==> src/rtl/uart_rx.sv <==
// UART receiver: 2-flop synchronised line, mid-bit sampling via a DIV-cycle divider,
// optional parity and 1/2 stop bits; one-cycle valid pulse per frame with error flags.
module uart_rx #(
  parameter int P_SYSTEM_CLK      = 50_000_000,
  parameter int P_UART_BUADRATE   = 9600,
  parameter int P_UART_DATA_WIDTH = 8,
  parameter int P_UART_STOP_WIDTH = 1,
  parameter int P_UART_CHECK      = 0
) (
  input  logic                         i_clk,
  input  logic                         i_rst,
  input  logic                         i_uart_rx,
  output logic [P_UART_DATA_WIDTH-1:0] o_user_rx_data,
  output logic                         o_user_rx_valid,
  output logic                         o_user_rx_check_err,
  output logic                         o_user_rx_frame_err
);

  localparam int          LP_DIV       = P_SYSTEM_CLK / P_UART_BUADRATE;
  localparam logic [15:0] LP_DIV_M1    = 16'(LP_DIV - 1);
  localparam logic [15:0] LP_HALF_M1   = 16'(LP_DIV / 2 - 1);
  localparam logic [7:0]  LP_LAST_DATA = 8'(P_UART_DATA_WIDTH - 1);
  localparam logic [7:0]  LP_LAST_STOP = 8'(P_UART_STOP_WIDTH - 1);

  typedef enum logic [2:0] {S_IDLE, S_START, S_DATA, S_CHECK, S_STOP} state_t;

  state_t                       r_state;
  state_t                       w_state_nxt;
  logic                         r_rx_meta;
  logic                         r_rx_s;
  logic                         r_rx_d;
  logic [15:0]                  r_cnt_div;
  logic [7:0]                   r_cnt_bit;
  logic [P_UART_DATA_WIDTH-1:0] r_shift;
  logic                         r_check_err;
  logic                         r_frame_err;
  logic [P_UART_DATA_WIDTH-1:0] r_out_data;
  logic                         r_out_valid;
  logic                         r_out_check_err;
  logic                         r_out_frame_err;

  logic w_fall;
  logic w_tick;
  logic w_half;
  logic w_par_exp;

  assign w_fall    = r_rx_d & ~r_rx_s;
  assign w_tick    = (r_cnt_div == LP_DIV_M1);
  assign w_half    = (r_cnt_div == LP_HALF_M1);
  assign w_par_exp = (P_UART_CHECK == 2) ? ^r_shift : ~^r_shift;

  always_ff @(posedge i_clk or posedge i_rst) begin
    if (i_rst) begin
      r_rx_meta <= 1'b1;
      r_rx_s    <= 1'b1;
      r_rx_d    <= 1'b1;
    end else begin
      r_rx_meta <= i_uart_rx;
      r_rx_s    <= r_rx_meta;
      r_rx_d    <= r_rx_s;
    end
  end

  always_ff @(posedge i_clk or posedge i_rst) begin
    if (i_rst) r_state <= S_IDLE;
    else       r_state <= w_state_nxt;
  end

  always_comb begin
    w_state_nxt = r_state;
    case (r_state)
      S_IDLE:  if (w_fall) w_state_nxt = S_START;
      S_START: if (w_half) w_state_nxt = r_rx_s ? S_IDLE : S_DATA;
      S_DATA:
        if (w_tick && r_cnt_bit == LP_LAST_DATA)
          w_state_nxt = (P_UART_CHECK > 0) ? S_CHECK : S_STOP;
      S_CHECK: if (w_tick) w_state_nxt = S_STOP;
      S_STOP:  if (w_tick && r_cnt_bit == LP_LAST_STOP) w_state_nxt = S_IDLE;
      default: w_state_nxt = S_IDLE;
    endcase
  end

  always_ff @(posedge i_clk or posedge i_rst) begin
    if (i_rst) begin
      r_cnt_div       <= '0;
      r_cnt_bit       <= '0;
      r_shift         <= '0;
      r_check_err     <= 1'b0;
      r_frame_err     <= 1'b0;
      r_out_data      <= '0;
      r_out_valid     <= 1'b0;
      r_out_check_err <= 1'b0;
      r_out_frame_err <= 1'b0;
    end else begin
      r_out_valid <= 1'b0;
      case (r_state)
        S_IDLE: begin
          r_cnt_div <= '0;
          r_cnt_bit <= '0;
          if (w_fall) begin
            r_check_err <= 1'b0;
            r_frame_err <= 1'b0;
          end
        end
        S_START: r_cnt_div <= w_half ? 16'd0 : r_cnt_div + 16'd1;
        S_DATA: begin
          if (w_tick) begin
            r_cnt_div <= '0;
            r_shift   <= {r_rx_s, r_shift[P_UART_DATA_WIDTH-1:1]};
            r_cnt_bit <= (r_cnt_bit == LP_LAST_DATA) ? 8'd0 : r_cnt_bit + 8'd1;
          end else begin
            r_cnt_div <= r_cnt_div + 16'd1;
          end
        end
        S_CHECK: begin
          if (w_tick) begin
            r_cnt_div   <= '0;
            r_check_err <= (r_rx_s != w_par_exp);
          end else begin
            r_cnt_div <= r_cnt_div + 16'd1;
          end
        end
        S_STOP: begin
          if (w_tick) begin
            r_cnt_div   <= '0;
            r_frame_err <= r_frame_err | ~r_rx_s;
            // Deliver at the last stop sample so a start edge right after is not missed.
            if (r_cnt_bit == LP_LAST_STOP) begin
              r_cnt_bit       <= '0;
              r_out_data      <= r_shift;
              r_out_valid     <= 1'b1;
              r_out_check_err <= r_check_err;
              r_out_frame_err <= r_frame_err | ~r_rx_s;
            end else begin
              r_cnt_bit <= r_cnt_bit + 8'd1;
            end
          end else begin
            r_cnt_div <= r_cnt_div + 16'd1;
          end
        end
        default: r_cnt_div <= '0;
      endcase
    end
  end

  assign o_user_rx_data      = r_out_data;
  assign o_user_rx_valid     = r_out_valid;
  assign o_user_rx_check_err = r_out_check_err;
  assign o_user_rx_frame_err = r_out_frame_err;

endmodule

==> config.mk <==
export PLATFORM = sky130hd
export DESIGN_NAME = uart_rx
export DESIGN_NICKNAME = d
export VERILOG_FILES = /design/src/rtl/uart_rx.sv
export SDC_FILE = /design/constraint.sdc
export NUM_CORES = 1
export LEC_CHECK = 0
export BUFFER_PORTS_ARGS = -buffer_cell sky130_fd_sc_hd__buf_4
export CAP_MARGIN = 20
export CORE_MARGIN = 2
export CORE_UTILIZATION = 54
export DETAILED_ROUTE_END_ITERATION = 8
export PLACE_DENSITY = 0.75
export RECOVER_POWER = 50
export SLEW_MARGIN = 30
export SYNTH_ARGS = -nofsm -noshare
export SYNTH_HDL_FRONTEND = slang
export SYNTH_SLANG_ARGS = --single-unit
==> constraint.sdc <==
create_clock -name i_clk -period 2.2 [get_ports i_clk]
set_input_delay 0.22 -clock i_clk [delete_from_list [all_inputs] [get_ports i_clk]]
set_output_delay 0.22 -clock i_clk [all_outputs]
set_load 0.005 [all_outputs]
After elaboration in Yosys (flattened, before gate mapping)

Cells that the tools add are included.
W data, S select, Z words.

Register bits after elaboration: 51
Output and inout port bits: 11
Word-level logic and storage cells: 71

Add/subtract/negate cells: 2
Equal/unequal tests: 15
Multiplexer cells: 23
Bitwise operators: 3
Reduce and logical (&&, ||, !) cells: 15

Operators with widths:

| cell                    | count |
|---|---|
| $mux W16                | 2 |
| $mux W8                 | 4 |
| $pmux W16 S2            | 1 |
| $pmux W8 S3             | 1 |
| $add A16 B1 Y16 const B | 1 |
| $eq A16 B12 Y1 const B  | 1 |
| $eq A16 B13 Y1 const B  | 1 |
| $mux W3                 | 5 |
| $pmux W3 S5             | 1 |
| $ne A2 B2 Y1 const B    | 7 |
| $reduce_and A3 Y1       | 4 |
| $add A8 B1 Y8 const B   | 1 |
| $eq A8 B3 Y1 const B    | 1 |
| $logic_not A8 Y1        | 1 |
| $reduce_xnor A8 Y1      | 1 |
| $eq A3 B2 Y1 const B    | 2 |
| $mux W1                 | 6 |
| $reduce_and A5 Y1       | 1 |
| $pmux W1 S2             | 2 |
| $reduce_bool A2 Y1      | 2 |
| $eq A3 B1 Y1 const B    | 1 |
| $eq A3 B3 Y1 const B    | 1 |
| $logic_not A3 Y1        | 1 |
| $reduce_bool A3 Y1      | 1 |
| 8 further kinds         | 9 |

Logic depth before layout (Yosys ltp)

Depth in word-level cells: 4
Depth in mapped cells: 8
Mapped depth without buffers: 7

Least setup slack after synthesis

No wires, ideal clock.

Kind: register to register
Start point: register r_cnt_bit[3]
End point: register r_out_check_err (netlist: o_user_rx_check_err)
Data arrival time: 1.950 ns
Setup slack: 0.125 ns
Cell stages (with the launch flop): 6
Path buffers: 1
Clock period less this slack: 2.075 ns
Cells stage by stage: dfrtp_1 > or3_4 > or4_4 > nor3_4 > buf_6 > mux2_2

Longest elaborated chain between the ends: 2

Ends and longest elaborated chain:

| what                               | line | RTL |
|---|---|---|
| from (decl)                        | 33   | `logic [7:0] r_cnt_bit;` |
| from (signal assigned)             | 110  | `r_cnt_bit <= (r_cnt_bit == LP_LAST_DATA) ? 8'd0 : r_cnt_bit + 8'd1;` |
| from (signal assigned)             | 135  | `r_cnt_bit <= r_cnt_bit + 8'd1;` |
| $logic_not A8 Y1                   | 128  | `if (r_cnt_bit == LP_LAST_STOP) begin` |
| $reduce_and A3 Y1 (no source line) | n/a  |  |
| to (signal assigned)               | 132  | `r_out_check_err <= r_check_err;` |
| to (decl)                          | 39   | `logic r_out_check_err;` |

Every way passes these cells.
A chain may end at the register's enable or synchronous reset.

Final worst setup path

Start point: register r_cnt_bit[5]
End point: register r_out_data[7] (netlist: o_user_rx_data[7])

Longest elaborated chain between the ends: 2

Ends and longest elaborated chain:

| what                               | line | RTL |
|---|---|---|
| $logic_not A8 Y1                   | 128  |  |
| $reduce_and A3 Y1 (no source line) | n/a  |  |
| to (signal assigned)               | 130  | `r_out_data <= r_shift;` |
| to (decl)                          | 37   | `logic [P_UART_DATA_WIDTH-1:0] r_out_data;` |

Every way passes these cells.

==> flow_summary.json <==
{
  "synth_adder_area_share": 0.0147,
  "nets": 274,
  "num_rows": 25,
  "via_per_inst": 5.71,
  "synth_top_family_by_area": "simple AND/OR/NAND/NOR gates",
  "synth_top_area_cell": "dfrtp_1",
  "synth-seq-cells": 51,
  "synthTopCellsByArea": "dfrtp_1 (47%), mux2_2 (7.9%), xnor2_1 (4.5%)",
  "synth_warnings": 0,
  "die-area_sq_mm": 0.00530,
  "setup_viol": 0,
  "synth_top_area_frac": 0.470,
  "cp_max_fo": 12,
  "worstHoldPathCells": 1,
  "drv_cap": 0,
  "swShare": 0.285,
  "hold_viol": 0,
  "hold_path_end": "r_rx_meta$_DFF_PP1_",
  "cellPowerDensity_mw_per_mm2": 651,
  "antenna_cells": 0,
  "top_usage_layer": "met2",
  "drtAntennaViolNets": 0,
  "async_reset_ff_frac": 1.00,
  "p_seq_frac": 0.542,
  "clockBufferDepth": 2,
  "grt_max_degree": 26,
  "worst_pin_slew_ns": 0.909,
  "drive_gt1_frac": 0.242,
  "track_usage": 0.197,
  "numCtsBuffers": 5,
  "path_buf_inv": 1,
  "critPathKind": "reg -> reg",
  "finClkSkew_ns": 0.0109,
  "place_hpwl_microns": 3390,
  "crit_family": "simple AND/OR/NAND/NOR gates",
  "combPwrFrac": 0.153,
  "syn_inst": 240,
  "postCtsSetupBuffers": 0,
  "io_buffers": 13,
  "met2_usage": 0.297,
  "clk_latency_ns": 0.31,
  "grt_first_pass_wirelength_microns": 8070,
  "synthesis.area_sq_mm": 0.00256,
  "grt_pass1_vias": 1724,
  "reg2reg_depth": 5,
  "root_buffer": "clkbuf_8",
  "path_clk_slew_ns": 0.09,
  "ios": 14,
  "start_util": 0.552,
  "fin_area_sq_mm": 0.00290,
  "wirelength_microns": 4720,
  "routed-via-count": 1843,
  "grtUsageMet3": 0.0414,
  "crit_path_top_delay_cell": "or4_4",
  "die_w_microns": 72.8,
  "hold_path_startpoint": "i_uart_rx",
  "r2r-start": "r_cnt_bit[5]$_DFFE_PP0P_",
  "h-tree-depth": 2,
  "syn_area_per_cell_sq_um": 10.7,
  "layout_worst_path_cycle_share": 0.956,
  "synth.most_common_cell": "dfrtp_1",
  "path_cells": "or3_4, or4_4, nor3_4, buf_12, mux2_2",
  "cp.required_ns": 2.39,
  "antenna_found_initial": 0,
  "synth-simple-area-share": 0.190,
  "ff2ff_setup_slack_ns": 0.1,
  "p_clk_frac": 0.305,
  "synth_compound_area_frac": 0.103,
  "drcViolationCount": 0,
  "max_slew_margin": 0.394,
  "fmax_ghz": 0.475,
  "hold_class": "in -> reg",
  "cts_hold_buf": 1,
  "grt_overflow": 0,
  "synth-xor-area-share": 0.0753,
  "p_int_w": 0.00135,
  "fp.dieH_microns": 72.8,
  "wl_per_cell_microns": 14.6,
  "rsz0062_at_grt": "no",
  "yosysUniqueCellTypes": 50,
  "gp_congestion": 0.880,
  "initialDrtViolationCount": 107,
  "outcome": "finished, final reports clean",
  "worstPathArrival_ns": 2.30,
  "place_area_sq_mm": 0.00280,
  "critPathCaptureType": "register",
  "final_max_slew_viol_count": 0,
  "final.setup.tns_ns": 0,
  "synth_common_cells": "dfrtp_1 (48), nor2_1 (30), mux2_2 (18)",
  "worstReg2RegEnd": "o_user_rx_data[7]$_DFFE_PP0P_",
  "area_growth_pct": 13.4,
  "clock_sinks": 51,
  "cts_resized": 0,
  "synth_seq_area_share": 0.500,
  "use_met1": 0.287,
  "cts_tree": "built",
  "synth_edf_count": 0,
  "p_leak_nw": 1.32,
  "power.switching_w": 0.000539,
  "coreArea_sq_mm": 0.00463,
  "finalCriticalPeriod_ns": 2.10,
  "drtPass1Iterations": 4,
  "synth.mux.area_fraction": 0.0871,
  "cp_slowest_stage_delay_ns": 0.53,
  "ir_worst_vdd_uv": 470,
  "startpoint_type": "register",
  "synth_ff_type": "dfrtp_1",
  "syn_nets": 246
}
state kept, by name, summed over array words and instances (netlist names):
name / count
r_cnt_div: 16
o_user_rx_data: 8
r_cnt_bit: 8
r_shift: 8
r_state: 3
o_user_rx_check_err: 1
o_user_rx_frame_err: 1
o_user_rx_valid: 1
r_check_err: 1
r_frame_err: 1
r_rx_d: 1
r_rx_meta: 1
r_rx_s: 1
power by group through the flow:
stage / Clock, W / Sequential, W / Combinational [W]
after global placement: 0 / 0.00104 / 0.000288
after detailed placement: 0 / 0.00104 / 0.000290
after global routing: 0.000618 / 0.00103 / 0.000330
after CTS: 0.000588 / 0.00103 / 0.000294
final: 0.000577 / 0.00102 / 0.000289
after floorplan: 0 / 0.00101 / 0.000221
metal layers:
layer	vias up	part of all wire
met3	4	0.030
met4	0	0.011
met2	27	0.48
met1	909	0.48
li1	903	-
met5	-	0
stage by stage:
stage	hold WS [ns]	worst slack [ns]	total power [W]	util	std cells
after floorplan	0.224	0.125	0.00124	-	240
after global placement	0.292	0.169	0.00133	0.604	314
after detailed placement	0.288	0.107	0.00133	0.604	314
after CTS	0.00640	0.0907	0.00191	0.628	323
after global routing	0.00585	0.0416	0.00198	0.626	323
final	0.0171	0.0963	0.00189	0.626	323
cell type report:
| type | count | area (sq um) |
|---|---|---|
| Clock buffer | 6 | 82.6 |
| Clock inverter | 2 | 16.3 |
| Fill cell | 401 | 1730 |
| Inverter | 7 | 26.3 |
| Multi-Input combinational cell | 174 | 1200 |
| Sequential cell | 51 | 1280 |
| Tap cell | 54 | 67.6 |
| Timing Repair Buffer | 29 | 226 |
cells in the final DEF, fill, tap and decap left out, drive strengths merged, types with 4 or more instances in the layout:
master / n
dfrtp: 48
nor2: 30
clkbuf: 21
mux2: 18
nand2: 16
xnor2: 13
buf: 13
nand3: 12
a21oi: 9
xor2: 9
inv: 7
o21ai: 5
nor3: 5
and3: 4
worst max path at each step:
stage | endpoint | slack (ns) | startpoint | cells past startpoint
after floorplan | o_user_rx_check_err$_DFFE_PP0P_ | 0.13 | r_cnt_bit[3]$_DFFE_PP0P_ | 5
after global placement | o_user_rx_data[5]$_DFFE_PP0P_ | 0.17 | r_cnt_bit[3]$_DFFE_PP0P_ | 5
after detailed placement | o_user_rx_data[7]$_DFFE_PP0P_ | 0.11 | r_cnt_bit[3]$_DFFE_PP0P_ | 5
after CTS | o_user_rx_data[7]$_DFFE_PP0P_ | 0.09 | r_cnt_bit[3]$_DFFE_PP0P_ | 5
after global routing | o_user_rx_data[7]$_DFFE_PP0P_ | 0.04 | r_cnt_bit[3]$_DFFE_PP0P_ | 5
final | o_user_rx_data[7]$_DFFE_PP0P_ | 0.1 | r_cnt_bit[5]$_DFFE_PP0P_ | 5
cell families (layout without fill, tap and decap cells):
logic type	Yosys count	in the layout
compound gates	37	37
mux	20	20
simple gates	92	92
fa+ha+maj	3	3
xor+xnor	22	22
flops	51	51
buf+inv	15	44
No activity file was read; power rests on OpenSTA's default activity.
